$ cat src/rtl/pin_change_irq.sv
// ---------------------------------------------------------------------------
// pin_change_irq
//
// Watches a bank of already-synchronized port pins. It raises two kinds of
// interrupt:
//   - a pin-change interrupt (pcif / pcint_irq) when any pin selected by
//     the mask changes value, and
//   - an external interrupt on pin 0 (intf0 / int0_irq). Its sense
//     (level, any edge, falling edge or rising edge) is chosen by isc.
//
// Parameters
//   p_width        number of monitored pins
//
// Ports
//   clk            clock; all state updates on the rising edge
//   rst            synchronous, active-high reset
//   d_sync         pin values, already synchronized to clk
//   pcmsk_we/wdata write strobe and data for the pin-change mask
//   pcie_we/wdata  write strobe and data for the pin-change interrupt enable
//   isc_we/wdata   write strobe and data for the INT0 sense control
//   int0_en_we/wdata write strobe and data for the INT0 enable
//   pcif_clr       write-one-to-clear strobe for pcif
//   intf0_clr      write-one-to-clear strobe for intf0
//   pcint_ack      interrupt acknowledge; clears pcif
//   int0_ack       interrupt acknowledge; clears intf0 (edge modes only)
//   pcmsk, pcie, isc, int0_en   register readback
//   pcif, intf0    pending flags
//   pcint_irq      pcif & pcie
//   int0_irq       intf0 & int0_en in edge modes;
//                  int0_en & ~d_sync[0] in low-level mode
// ---------------------------------------------------------------------------
module pin_change_irq #(
   parameter int p_width = 8
) (
   input  logic               clk,
   input  logic               rst,
   input  logic [p_width-1:0] d_sync,
   input  logic               pcmsk_we,
   input  logic [p_width-1:0] pcmsk_wdata,
   input  logic               pcie_we,
   input  logic               pcie_wdata,
   input  logic               isc_we,
   input  logic [1:0]         isc_wdata,
   input  logic               int0_en_we,
   input  logic               int0_en_wdata,
   input  logic               pcif_clr,
   input  logic               intf0_clr,
   input  logic               pcint_ack,
   input  logic               int0_ack,
   output logic [p_width-1:0] pcmsk,
   output logic               pcie,
   output logic [1:0]         isc,
   output logic               int0_en,
   output logic               pcif,
   output logic               intf0,
   output logic               pcint_irq,
   output logic               int0_irq
);

   typedef enum logic [1:0] {
      SENSE_LOW  = 2'b00,
      SENSE_ANY  = 2'b01,
      SENSE_FALL = 2'b10,
      SENSE_RISE = 2'b11
   } sense_t;

   logic [p_width-1:0] d_prev_reg;
   logic               armed_reg;
   logic [p_width-1:0] pcmsk_reg,   pcmsk_next;
   logic               pcie_reg,    pcie_next;
   sense_t             isc_reg,     isc_next;
   logic               int0_en_reg, int0_en_next;
   logic               pcif_reg,    pcif_next;
   logic               intf0_reg,   intf0_next;

   logic [p_width-1:0] chg;
   logic               pc_hit;
   logic               int0_hit;
   logic               pin0_rise;
   logic               pin0_fall;

   // Per-pin change detect. The mask used here is the registered value, so a
   // change in the same cycle as a mask write is judged against the old mask.
   genvar gi;
   generate
      for (gi = 0; gi < p_width; gi++) begin : g_chg
         assign chg[gi] = (d_sync[gi] ^ d_prev_reg[gi]) & pcmsk_reg[gi];
      end
   endgenerate

   // armed stays low for the first cycle after reset. A pin that differs
   // across the reset boundary therefore never counts as a change.
   assign pc_hit    = armed_reg & (|chg);
   assign pin0_rise = ~d_prev_reg[0] &  d_sync[0];
   assign pin0_fall =  d_prev_reg[0] & ~d_sync[0];

   always_comb begin
      int0_hit = 1'b0;
      case (isc_reg)
         SENSE_ANY:  int0_hit = armed_reg & (pin0_rise | pin0_fall);
         SENSE_FALL: int0_hit = armed_reg & pin0_fall;
         SENSE_RISE: int0_hit = armed_reg & pin0_rise;
         default:    int0_hit = 1'b0;
      endcase
   end

   always_comb begin
      pcmsk_next   = pcmsk_reg;
      pcie_next    = pcie_reg;
      isc_next     = isc_reg;
      int0_en_next = int0_en_reg;
      pcif_next    = pcif_reg;
      intf0_next   = intf0_reg;

      if (pcmsk_we)   pcmsk_next   = pcmsk_wdata;
      if (pcie_we)    pcie_next    = pcie_wdata;
      if (isc_we)     isc_next     = sense_t'(isc_wdata);
      if (int0_en_we) int0_en_next = int0_en_wdata;

      // A set wins over a clear in the same cycle.
      if (pc_hit)
         pcif_next = 1'b1;
      else if (pcif_clr || pcint_ack)
         pcif_next = 1'b0;

      // In low-level mode the flag is not used and is held at zero.
      if (isc_reg == SENSE_LOW)
         intf0_next = 1'b0;
      else if (int0_hit)
         intf0_next = 1'b1;
      else if (intf0_clr || int0_ack)
         intf0_next = 1'b0;
   end

   always_ff @(posedge clk) begin
      // d_prev tracks the pins even in reset so that no stale value is
      // compared after reset releases.
      d_prev_reg <= d_sync;
      if (rst) begin
         armed_reg   <= 1'b0;
         pcmsk_reg   <= '0;
         pcie_reg    <= 1'b0;
         isc_reg     <= SENSE_LOW;
         int0_en_reg <= 1'b0;
         pcif_reg    <= 1'b0;
         intf0_reg   <= 1'b0;
      end else begin
         armed_reg   <= 1'b1;
         pcmsk_reg   <= pcmsk_next;
         pcie_reg    <= pcie_next;
         isc_reg     <= isc_next;
         int0_en_reg <= int0_en_next;
         pcif_reg    <= pcif_next;
         intf0_reg   <= intf0_next;
      end
   end

   assign pcmsk     = pcmsk_reg;
   assign pcie      = pcie_reg;
   assign isc       = isc_reg;
   assign int0_en   = int0_en_reg;
   assign pcif      = pcif_reg;
   assign intf0     = intf0_reg;
   assign pcint_irq = pcif_reg & pcie_reg;

   // Low-level mode follows the pin directly, with no flag and no latch.
   assign int0_irq  = (isc_reg == SENSE_LOW) ? (int0_en_reg & ~d_sync[0])
                                             : (intf0_reg & int0_en_reg);

endmodule

$ cat config.mk
export PLATFORM = sky130hd
export DESIGN_NAME = pin_change_irq
export DESIGN_NICKNAME = d
export VERILOG_FILES = /design/src/rtl/pin_change_irq.sv
export SDC_FILE = /design/constraint.sdc
export NUM_CORES = 1
export LEC_CHECK = 0
export BUFFER_PORTS_ARGS = -buffer_cell sky130_fd_sc_hd__buf_2
export CORE_ASPECT_RATIO = 1.1
export CORE_MARGIN = 4
export CORE_UTILIZATION = 42
export CTS_CLUSTER_DIAMETER = 30
export DETAILED_ROUTE_END_ITERATION = 10
export PLACE_DENSITY = 0.76
export SLEW_MARGIN = 0
export SYNTH_ARGS = -nofsm -noshare
export SYNTH_HDL_FRONTEND = slang
export SYNTH_SLANG_ARGS = --single-unit
export TNS_END_PERCENT = 20
$ cat constraint.sdc
create_clock -name clk -period 1.6 [get_ports clk]
set_input_delay 0.32 -clock clk [delete_from_list [all_inputs] [get_ports clk]]
set_output_delay 0.32 -clock clk [all_outputs]
set_load 0.03 [all_outputs]
==> run_results.csv, run 1 <==
group,metric,value,unit
status,run_status,"complete, no violations",
worst_setup_path,worst_path_max_delay_cell,"sky130_fd_sc_hd__dfxtp_2",
worst_setup_path,timing.critical_path.cells,"nor2_2 -> nand2_1 -> o211a_1 -> buf_2",
yosys,synth_top_area_cell,"sky130_fd_sc_hd__dfxtp_1",
floorplan,floorplan.initialDensity,0.4613,
cts,postCtsSetupRepairBufs,0,
cts,clock_sinks,23,
worst_setup_path,worst-path-buf-inv,1,
floorplan,floorplan.die.height,55.17,um
timing,fin_tns_setup,0,ps
timing,clock-skew-final,4.129,ps
timing,final.period_utilization,0.9285,
floorplan,core.rowCount,16,
yosys,post_synth_most_frequent_cells,"sky130_fd_sc_hd__dfxtp_1 (23), sky130_fd_sc_hd__mux2i_1 (14), sky130_fd_sc_hd__nor2_1 (14)",
yosys,post-synth-top-count-cell,"sky130_fd_sc_hd__dfxtp_1",
yosys,synth.net_count,110,
timing,layout_min_cycle_time,1486,ps
yosys,netlist_area,849.6,um2
placed_design,finalWeightedCongestion,0.6515,
cts,cts-root-buf,"sky130_fd_sc_hd__clkbuf_4",
floorplan,core-area,1842,um2
timing,setup-violations-final,0,
yosys,postSynth.topFlopCell,"sky130_fd_sc_hd__dfxtp_1",
cells_and_area,area_growth,33.14,%
floorplan,die-width,50.88,um
min_path,worst_hold_path_type,"input port to register",
yosys,postSynthAreaPerCell,10.89,um2
drt,route.detailed.drc,0,
cells_and_area,post_route_cells_drive_above_1_share,0.4080,
timing,clock.fmax,673.1,MHz
yosys,synthCells,78,
timing,slew_violations,0,
yosys,ys_async_sr_fraction,0,
worst_setup_path,cp_top_family,"flip-flops",
worst_setup_path,timing_worst_setup_path_type,"register to primary output",
timing,setup_repair_after_global_routing_missed_its_margin,"false",
power,p_total,0.001063,W
drt,dr_vias,715,
cells_and_area,nets,158,
power,worst_ir_drop_vdd,0.6773,mV
cts,cts.repair.resized,0,
yosys,ys_seq_area_frac,0.5420,
cts,worstSkewPairLatency,290,ps
drt,detail_route.wl_per_cell,10.89,um
cts,bufs_on_longest_clock_path,2,
cts,h-tree-depth,1,
worst_setup_path,slowest_delay,360,ps
placed_design,detailed_place_hpwl,1.380,mm
timing,slew_worst_pin,268.0,ps
worst_setup_path,cp_data_required_time,1280,ps
cts,cts.reportedPaths.clkPinSlew,110,ps
yosys,ys_types,18,
drt,drt_first_iter_violations,0,
worst_setup_path,arrival,1170,ps
cts,cts_hold_repair.buffers,0,
yosys,synth-seq-cells,23,
power,cellPowerDensity,939.9,nW/um2
floorplan,floorplan.die_area,2807,um2
worst_setup_path,r2r_setup_slack,410,ps
drt,detail_route.first_pass.iterations,1,
grt,grt_pass1_vias,650,
cts,tritoncts,"yes",
floorplan,floorplan.io_pins,46,
cts,cts_inserted_buffers,3,
cells_and_area,num_antenna_cells,0,
drt,post_drt_via_cell_ratio,4.704,
worst_setup_path,endpoint_kind,"primary output",
drt,wirelength,1.655,mm
grt,grt_max_degree,16,
grt,overall_track_demand_over_capacity_in_global_routing,0.1291,
grt,grt_first_pass_wirelength,2.642,mm
worst_setup_path,cp-start-kind,"register",
timing,max-slew-margin-rel,0.8188,
grt,antenna_found_initial,0,
timing,hold_viol_final,0,
yosys,synth_edf_count,0,
power,power_leakage,0.6008,nW
yosys,synth.area.top_cells,"sky130_fd_sc_hd__dfxtp_1 (54%), sky130_fd_sc_hd__mux2i_1 (16%), sky130_fd_sc_hd__xor2_1 (7.2%)",
flow_run,cap_viol_max_count,0,
drt,detail-route-antenna-nets,0,
grt,grt_remaining_overflow,0,
yosys,synth_largest_type_area_fraction,0.5420,
yosys,synthesis.yosys.warnings,0,
placed_design,portBuffers,45,
worst_setup_path,path_max_fanout,4,
==> metrics by stage <==
stage / std cells / area, um2 / hold slack (ps) / utilization / setup slack (ps)
4_1_cts: 152 / 1126 / 131.2 / 0.6114 / 31.58
3_5_place_dp: 148 / 1100 / 451.4 / 0.5971 / 225.4
6_report: 152 / 1131 / 139.6 / 0.6141 / 114.4
2_1_floorplan: 78 / 849.6 / 347.7 / - / 254.2
3_3_place_gp: 148 / 1100 / 446.8 / 0.5971 / 273.3
5_1_grt: 152 / 1131 / 121.0 / 0.6141 / 25.75
==> final timing paths <==
path / from / endpoint / depth (start not counted)
setup / recovery: isc[0] / int0_irq / 4
hold / removal: d_sync[2] / d_prev_reg[2] / 1
setup reg to reg: d_prev_reg[0] / pcif / 5
hold reg to reg: armed_reg / pcif / 1
==> layout make-up <==
type                    count  area [um2]
well taps                  27       33.78
inverters                   3       11.26
flip-flops and latches     23       462.9
repair buffers             45       225.2
multi-input cells          50       371.6
clock buffers               4       26.28
fillers                   180       710.7
==> cells in the final DEF, fill, tap and decap left out, drive strengths merged, types with 2 or more instances in the layout <==
| cell | instances |
|---|---|
| a22oi | 4 |
| buf | 45 |
| clkbuf | 4 |
| dfxtp | 23 |
| ha | 2 |
| inv | 3 |
| mux2i | 14 |
| nor2 | 14 |
| xor2 | 7 |
==> worst reg2reg max path, delay by kind of cell, from the launching register on <==
| family | cells | cell delay (ps) |
|---|---|---|
| flip-flops | 1 | 330 |
| AO/OA/AOI/OAI | 2 | 330 |
| adder cells (fa/ha/maj) | 1 | 290 |
| AND/OR/NAND/NOR | 2 | 150 |
==> routing by layer <==
metal  vias to the layer above  share of wire  track usage
met4                         0          0.011      0.06726
met3                         2           0.11      0.05094
met2                        32           0.45       0.2152
li1                        361              -            -
met1                       320           0.42       0.1447
met5                         -              0            0
==> report_power, final <==
part / switching [W] / internal (W)
registers: 0.0000207 / 0.000606
clock network: 0.000153 / 0.0000969
logic: 0.000105 / 0.0000814
total: 0.000278 / 0.000785
==> cell families after synthesis <==
logic type      synth area share
buf+inv                  0.02355
compound gates           0.06333
mux                       0.1649
simple gates              0.1046
fa+ha+maj                0.02945
xor+xnor                 0.07217
flops                     0.5420
Power figures use the tool's default switching activity.
==> run 2: changes to the inputs <==
--- a/config.mk
+++ b/config.mk
@@ -5,14 +5,14 @@
 export SDC_FILE = /design/constraint.sdc
 export NUM_CORES = 1
 export LEC_CHECK = 0
+export ABC_AREA = 1
 export BUFFER_PORTS_ARGS = -buffer_cell sky130_fd_sc_hd__buf_2
 export CORE_ASPECT_RATIO = 1.1
 export CORE_MARGIN = 4
-export CORE_UTILIZATION = 42
+export CORE_UTILIZATION = 44
 export CTS_CLUSTER_DIAMETER = 30
 export DETAILED_ROUTE_END_ITERATION = 10
-export PLACE_DENSITY = 0.76
-export SLEW_MARGIN = 0
+export PLACE_DENSITY = 0.77
 export SYNTH_ARGS = -nofsm -noshare
 export SYNTH_HDL_FRONTEND = slang
 export SYNTH_SLANG_ARGS = --single-unit
==> constraint.sdc (replaced) <==
create_clock -name clk -period 1.7 [get_ports clk]
set_input_delay 0.34 -clock clk [delete_from_list [all_inputs] [get_ports clk]]
set_output_delay 0.34 -clock clk [all_outputs]
set_load 0.03 [all_outputs]
==> run_results.csv, run 2 <==
group,metric,value,unit
status,run_status,"complete, no violations",
worst_setup_path,endpoint_kind,"primary output",
yosys,ys_types,14,
cells_and_area,layout.filler_cells,227,
floorplan,core.rowCount,17,
grt,grt_pass1_vias,897,
yosys,synthesis.yosys.warnings,0,
placed_design,detailed_place_hpwl,1.676,mm
cells_and_area,nets,209,
timing,setup-violations-final,0,
cts,clock_sinks,23,
worst_setup_path,timing.critical_path.cells,"nor2_4 -> nor2_1 -> a211oi_2 -> clkbuf_4",
floorplan,floorplan.die_area,2903,um2
grt,grt_first_pass_wirelength,3.532,mm
timing,slew_violations,0,
cts,bufs_on_longest_clock_path,2,
worst_setup_path,arrival,1260,ps
grt,antenna_found_initial,0,
cts,worstSkewPairLatency,300,ps
drt,detail_route.first_pass.iterations,4,
cells_and_area,post_route_cells_drive_above_1_share,0.2898,
yosys,post-synth-top-count-cell,"sky130_fd_sc_hd__inv_1",
timing,slew_worst_pin,327.9,ps
yosys,synth.net_count,160,
worst_setup_path,path_max_fanout,4,
worst_setup_path,cp-start-kind,"register",
cells_and_area,num_antenna_cells,0,
yosys,netlist_area,925.9,um2
power,cellPowerDensity,855.6,nW/um2
worst_setup_path,slowest_delay,380,ps
timing,post_route_worst_hold_slack,151.1,ps
yosys,synth_largest_type_area_fraction,0.4973,
power,power_leakage,0.6957,nW
worst_setup_path,worst_path_max_delay_cell,"sky130_fd_sc_hd__dfxtp_1",
drt,wirelength,2.081,mm
yosys,synth_top_area_cell,"sky130_fd_sc_hd__dfxtp_1",
yosys,ys_seq_area_frac,0.4973,
placed_design,finalWeightedCongestion,0.7098,
cts,cts_inserted_buffers,3,
cells_and_area,area_growth,31.76,%
floorplan,floorplan.die.height,56.11,um
cts,cts.reportedPaths.clkPinSlew,120,ps
yosys,post_synth_most_frequent_cells,"sky130_fd_sc_hd__inv_1 (26), sky130_fd_sc_hd__nand2_1 (25), sky130_fd_sc_hd__dfxtp_1 (23), sky130_fd_sc_hd__nor2_1 (23), sky130_fd_sc_hd__o21ai_0 (11)",
worst_setup_path,cp_data_required_time,1360,ps
timing,hold_viol_final,0,
yosys,synth_edf_count,0,
drt,detail-route-antenna-nets,0,
floorplan,floorplan.initialDensity,0.4631,
grt,grt_max_degree,14,
power,worst_ir_drop_vdd,0.5100,mV
yosys,synthCells,128,
timing,layout_min_cycle_time,1605,ps
cells_and_area,most-common-layout-cells,"sky130_fd_sc_hd__buf_2 (44), sky130_fd_sc_hd__inv_1 (26), sky130_fd_sc_hd__nand2_1 (25), sky130_fd_sc_hd__dfxtp_1 (23), sky130_fd_sc_hd__nor2_1 (22)",
yosys,synth.area.top_cells,"sky130_fd_sc_hd__dfxtp_1 (50%), sky130_fd_sc_hd__inv_1 (11%), sky130_fd_sc_hd__nand2_1 (10%)",
grt,overall_track_demand_over_capacity_in_global_routing,0.1584,
power,p_total,0.001044,W
cells_and_area,layout_commonest_cell,"sky130_fd_sc_hd__buf_2",
timing,clock.fmax,623.2,MHz
cts,cts_hold_repair.buffers,0,
cts,cts-root-buf,"sky130_fd_sc_hd__clkbuf_4",
timing,max-slew-margin-rel,0.7812,
cts,tritoncts,"yes",
timing,clock-skew-final,0.8258,ps
floorplan,floorplan.io_pins,46,
drt,route.detailed.drc,0,
worst_setup_path,timing_worst_setup_path_type,"register to primary output",
yosys,postSynth.topFlopCell,"sky130_fd_sc_hd__dfxtp_1",
timing,final.period_utilization,0.9439,
yosys,synth-seq-cells,23,
flow_run,cap_viol_max_count,0,
min_path,worst_hold_path_type,"input port to register",
cts,h-tree-depth,1,
yosys,postSynthAreaPerCell,7.234,um2
placed_design,portBuffers,45,
drt,dr_vias,933,
floorplan,core-area,1999,um2
drt,detail_route.wl_per_cell,10.20,um
drt,drt_first_iter_violations,8,
yosys,ys_async_sr_fraction,0,
drt,post_drt_via_cell_ratio,4.574,
floorplan,die-width,51.74,um
grt,grt_remaining_overflow,0,
## run 2: cell count changes after synthesis, moves of 8 or more
cell,delta
sky130_fd_sc_hd__inv_1,+23
sky130_fd_sc_hd__mux2i_1,-14
sky130_fd_sc_hd__o21ai_0,+11
sky130_fd_sc_hd__nor2_1,+9
sky130_fd_sc_hd__nand3_1,+8
sky130_fd_sc_hd__nand2_1,+24
## run 2: per-stage QoR
step           setup TNS (ps)    util  std cells  cell area, um2  setup slack (ps)
2_1_floorplan               0       -        128           930.9             210.0
3_3_place_gp                0  0.5920        200            1184             400.7
3_5_place_dp                0  0.5920        200            1184             362.3
4_1_cts                     0  0.6051        204            1210             10.17
5_1_grt                -2.818  0.6101        204            1220            -2.818
6_report                    0  0.6101        204            1220             95.34
## run 2: kinds of logic after synthesis
family / Yosys count / synth area share
AOI/OAI and AO/OA: 19 / 0.1149
adders and majority gates: 2 / 0.02702
buffers and inverters: 27 / 0.1135
DFF: 23 / 0.4973
and+or+nand+nor: 57 / 0.2473
## run 2: cell type report
cell class	instances	area, um2	area share
multi-input combinational	78	372.9	0.3056
tap	28	35.03	0.02872
inverter	26	97.59	0.08000
clock buffer	4	26.28	0.02154
timing repair buffer	45	227.7	0.1867
sequential	23	460.4	0.3774
## run 2: metal layers
| metal | global-route usage | vias to the layer above | wire, um |
|---|---|---|---|
| met5 | 0 | - | 0 |
| met4 | 0.07491 | 0 | 36 |
| met3 | 0.03753 | 4 | 161 |
| met2 | 0.2655 | 38 | 989 |
| met1 | 0.1851 | 401 | 893 |
| li1 | - | 490 | - |
## run 2: critical path, delay by kind of cell, from the launching register on
kind / cells / cell delay (ps)
and+or+nand+nor: 2 / 210
buffers and inverters: 1 / 220
AOI/OAI and AO/OA: 1 / 140
DFF: 1 / 380
## run 2: final timing paths
check / startpoint / endpoint / slack (ps) / cells past startpoint
min reg2reg: armed_reg / pcif / 480 / 2
min: d_sync[7] / d_prev_reg[7] / 150 / 1
max reg2reg: d_prev_reg[0] / intf0 / 610 / 8
max: isc[0] / int0_irq / 100 / 4
## run 2: what timing repair did
action | in CTS | in global routing
endpoints found under the setup margin | 0 | 1
gates resized for setup | 0 | 3
endpoints found under the hold margin | 0 | 0
buffers inserted | 0 | 0
## run 2: power breakdown
part	internal, W	switching [W]	total (W)
combinational	0.0000750	0.000123	0.000198
clock	0.0000916	0.000158	0.000249
sequential	0.000573	0.0000233	0.000596
total	0.000740	0.000304	0.00104
==> run 3: changes to the inputs <==
--- a/config.mk
+++ b/config.mk
@@ -12,7 +12,7 @@
 export CORE_UTILIZATION = 44
 export CTS_CLUSTER_DIAMETER = 30
 export DETAILED_ROUTE_END_ITERATION = 10
-export PLACE_DENSITY = 0.77
+export PLACE_DENSITY = 0.84
 export SYNTH_ARGS = -nofsm -noshare
 export SYNTH_HDL_FRONTEND = slang
 export SYNTH_SLANG_ARGS = --single-unit
==> constraint.sdc (replaced) <==
create_clock -name clk -period 1.7 [get_ports clk]
set_input_delay 0.34 -clock clk [delete_from_list [all_inputs] [get_ports clk]]
set_output_delay 0.34 -clock clk [all_outputs]
set_load 0.005 [all_outputs]
==> run_results.csv, run 3 (synthesis results as in run 2) <==
group,metric,value,unit
cts,h-tree-depth,1,
worst_setup_path,endpoint_kind,"primary output",
cts,cts.repair.resized,0,
cells_and_area,multi_input_comb_area,360.3,um2
power,power_leakage,0.6935,nW
cts,worstSkewPairLatency,310,ps
cells_and_area,layoutNonFillerInstCount,204,
worst_setup_path,cp-start-kind,"register",
cts,cts_hold_repair.buffers,0,
drt,route.detailed.drc,0,
cells_and_area,most-common-layout-cells,"sky130_fd_sc_hd__buf_2 (45), sky130_fd_sc_hd__inv_1 (26), sky130_fd_sc_hd__nand2_1 (25), sky130_fd_sc_hd__nor2_1 (23), sky130_fd_sc_hd__dfxtp_1 (23)",
placed_design,detailed_place_hpwl,1.679,mm
floorplan,core-area,1999,um2
grt,overall_track_demand_over_capacity_in_global_routing,0.1554,
power,worst_ir_drop_vdd,0.5775,mV
grt,grt_remaining_overflow,0,
floorplan,floorplan.die_area,2903,um2
drt,wirelength,2.074,mm
floorplan,core.rowCount,17,
cts,tritoncts,"yes",
cts,bufs_on_longest_clock_path,2,
drt,detail-route-antenna-nets,0,
cts,postCtsSetupRepairBufs,0,
floorplan,die-width,51.74,um
worst_setup_path,cp_data_required_time,1360,ps
drt,dr_vias,914,
grt,grt_max_degree,14,
timing,clock.fmax,641.8,MHz
drt,detail_route.wl_per_cell,10.17,um
timing,slew_violations,0,
timing,layout_min_cycle_time,1558,ps
timing,post_route_worst_hold_slack,148.4,ps
grt,grt_pass1_vias,867,
worst_setup_path,r2r_setup_slack,590,ps
timing,setup_repair_after_global_routing_missed_its_margin,"false",
cells_and_area,num_antenna_cells,0,
cells_and_area,layout.filler_cells,200,
floorplan,floorplan.die.height,56.11,um
placed_design,finalWeightedCongestion,0.6982,
timing,max-slew-margin-rel,0.7820,
cts,cts-root-buf,"sky130_fd_sc_hd__clkbuf_4",
cts,cts_inserted_buffers,3,
placed_design,dp_cells,200,
placed_design,portBuffers,45,
grt,antenna_found_initial,0,
grt,grt_first_pass_wirelength,3.491,mm
timing,slew_worst_pin,326.7,ps
flow_run,cap_viol_max_count,0,
cells_and_area,area_growth,30.14,%
cells_and_area,post_route_cells_drive_above_1_share,0.2784,
min_path,worst_hold_path_type,"input port to register",
drt,drt_first_iter_violations,6,
cts,cts.reportedPaths.clkPinSlew,120,ps
timing,final.period_utilization,0.9165,
cells_and_area,final_design_area_no_fill,1205,um2
worst_setup_path,arrival,1220,ps
cells_and_area,layout_commonest_cell,"sky130_fd_sc_hd__buf_2",
worst_setup_path,timing_worst_setup_path_type,"register to primary output",
drt,detail_route.first_pass.iterations,4,
timing,hold_viol_final,0,
power,cellPowerDensity,824.1,nW/um2
timing,fin_tns_setup,0,ps
floorplan,floorplan.io_pins,46,
drt,post_drt_via_cell_ratio,4.480,
timing,setup-violations-final,0,
status,run_status,"complete, no violations",
placed_design,placedInstanceArea,1179,um2
timing,clock-skew-final,3.551,ps
floorplan,floorplan.initialDensity,0.4631,
cts,clock_sinks,23,
cells_and_area,regArea,460.4,um2
worst_setup_path,path_max_fanout,5,
power,p_total,0.0009930,W
cells_and_area,nets,209,
run 3: cell types whose count changed in the layout (fill, tap and decap cells not counted):
| cell | before | now |
|---|---|---|
| sky130_fd_sc_hd__clkbuf_4 | 4 | 3 |
| sky130_fd_sc_hd__nor2_4 | 1 | 0 |
| sky130_fd_sc_hd__nor2_1 | 22 | 23 |
| sky130_fd_sc_hd__buf_2 | 44 | 45 |
| sky130_fd_sc_hd__a211oi_2 | 1 | 0 |
| sky130_fd_sc_hd__a211oi_1 | 0 | 1 |
run 3: metrics by stage:
stage / setup WS (ps) / utilization
CTS: 123.5 / 0.6026
global placement: 443.1 / 0.5895
global route: 11.58 / 0.6026
finish: 141.9 / 0.6026
detailed placement: 391.3 / 0.5895
floorplan: 603.3 / -
run 3: final timing paths:
path | to | from | depth (start not counted)
min reg2reg | pcif | armed_reg | 2
min | d_prev_reg[3] | d_sync[3] | 1
max | int0_irq | isc[1] | 4
max reg2reg | intf0 | d_prev_reg[0] | 6
run 3: metal layers:
metal | global-route usage | up-vias | part of all wire | wire length, um
met5 | 0 | - | 0 | 0
met4 | 0.06742 | 0 | 0.017 | 35
met3 | 0.03485 | 4 | 0.074 | 153
met2 | 0.2673 | 37 | 0.48 | 994
met1 | 0.1790 | 385 | 0.43 | 891
li1 | - | 488 | - | -
run 3: critical path, stage by stage (launching register included):
cell and delay, ps:
sky130_fd_sc_hd__dfxtp_1 370, sky130_fd_sc_hd__nor2_1 180, sky130_fd_sc_hd__nor2_1 70, sky130_fd_sc_hd__a211oi_1 150, sky130_fd_sc_hd__buf_2 140
run 3: power breakdown:
part           internal, W  switching [W]  leakage, nW
Clock            0.0000917       0.000157       0.0150
Sequential        0.000573      0.0000214        0.192
Combinational    0.0000722      0.0000776        0.486
run 3: layout make-up:
cell class | instances | area share
multi-input cells | 78 | 0.2991
repair buffers | 45 | 0.1869
flip-flops and latches | 23 | 0.3821
well taps | 28 | 0.02908
inverters | 26 | 0.08100
clock buffers | 4 | 0.02181
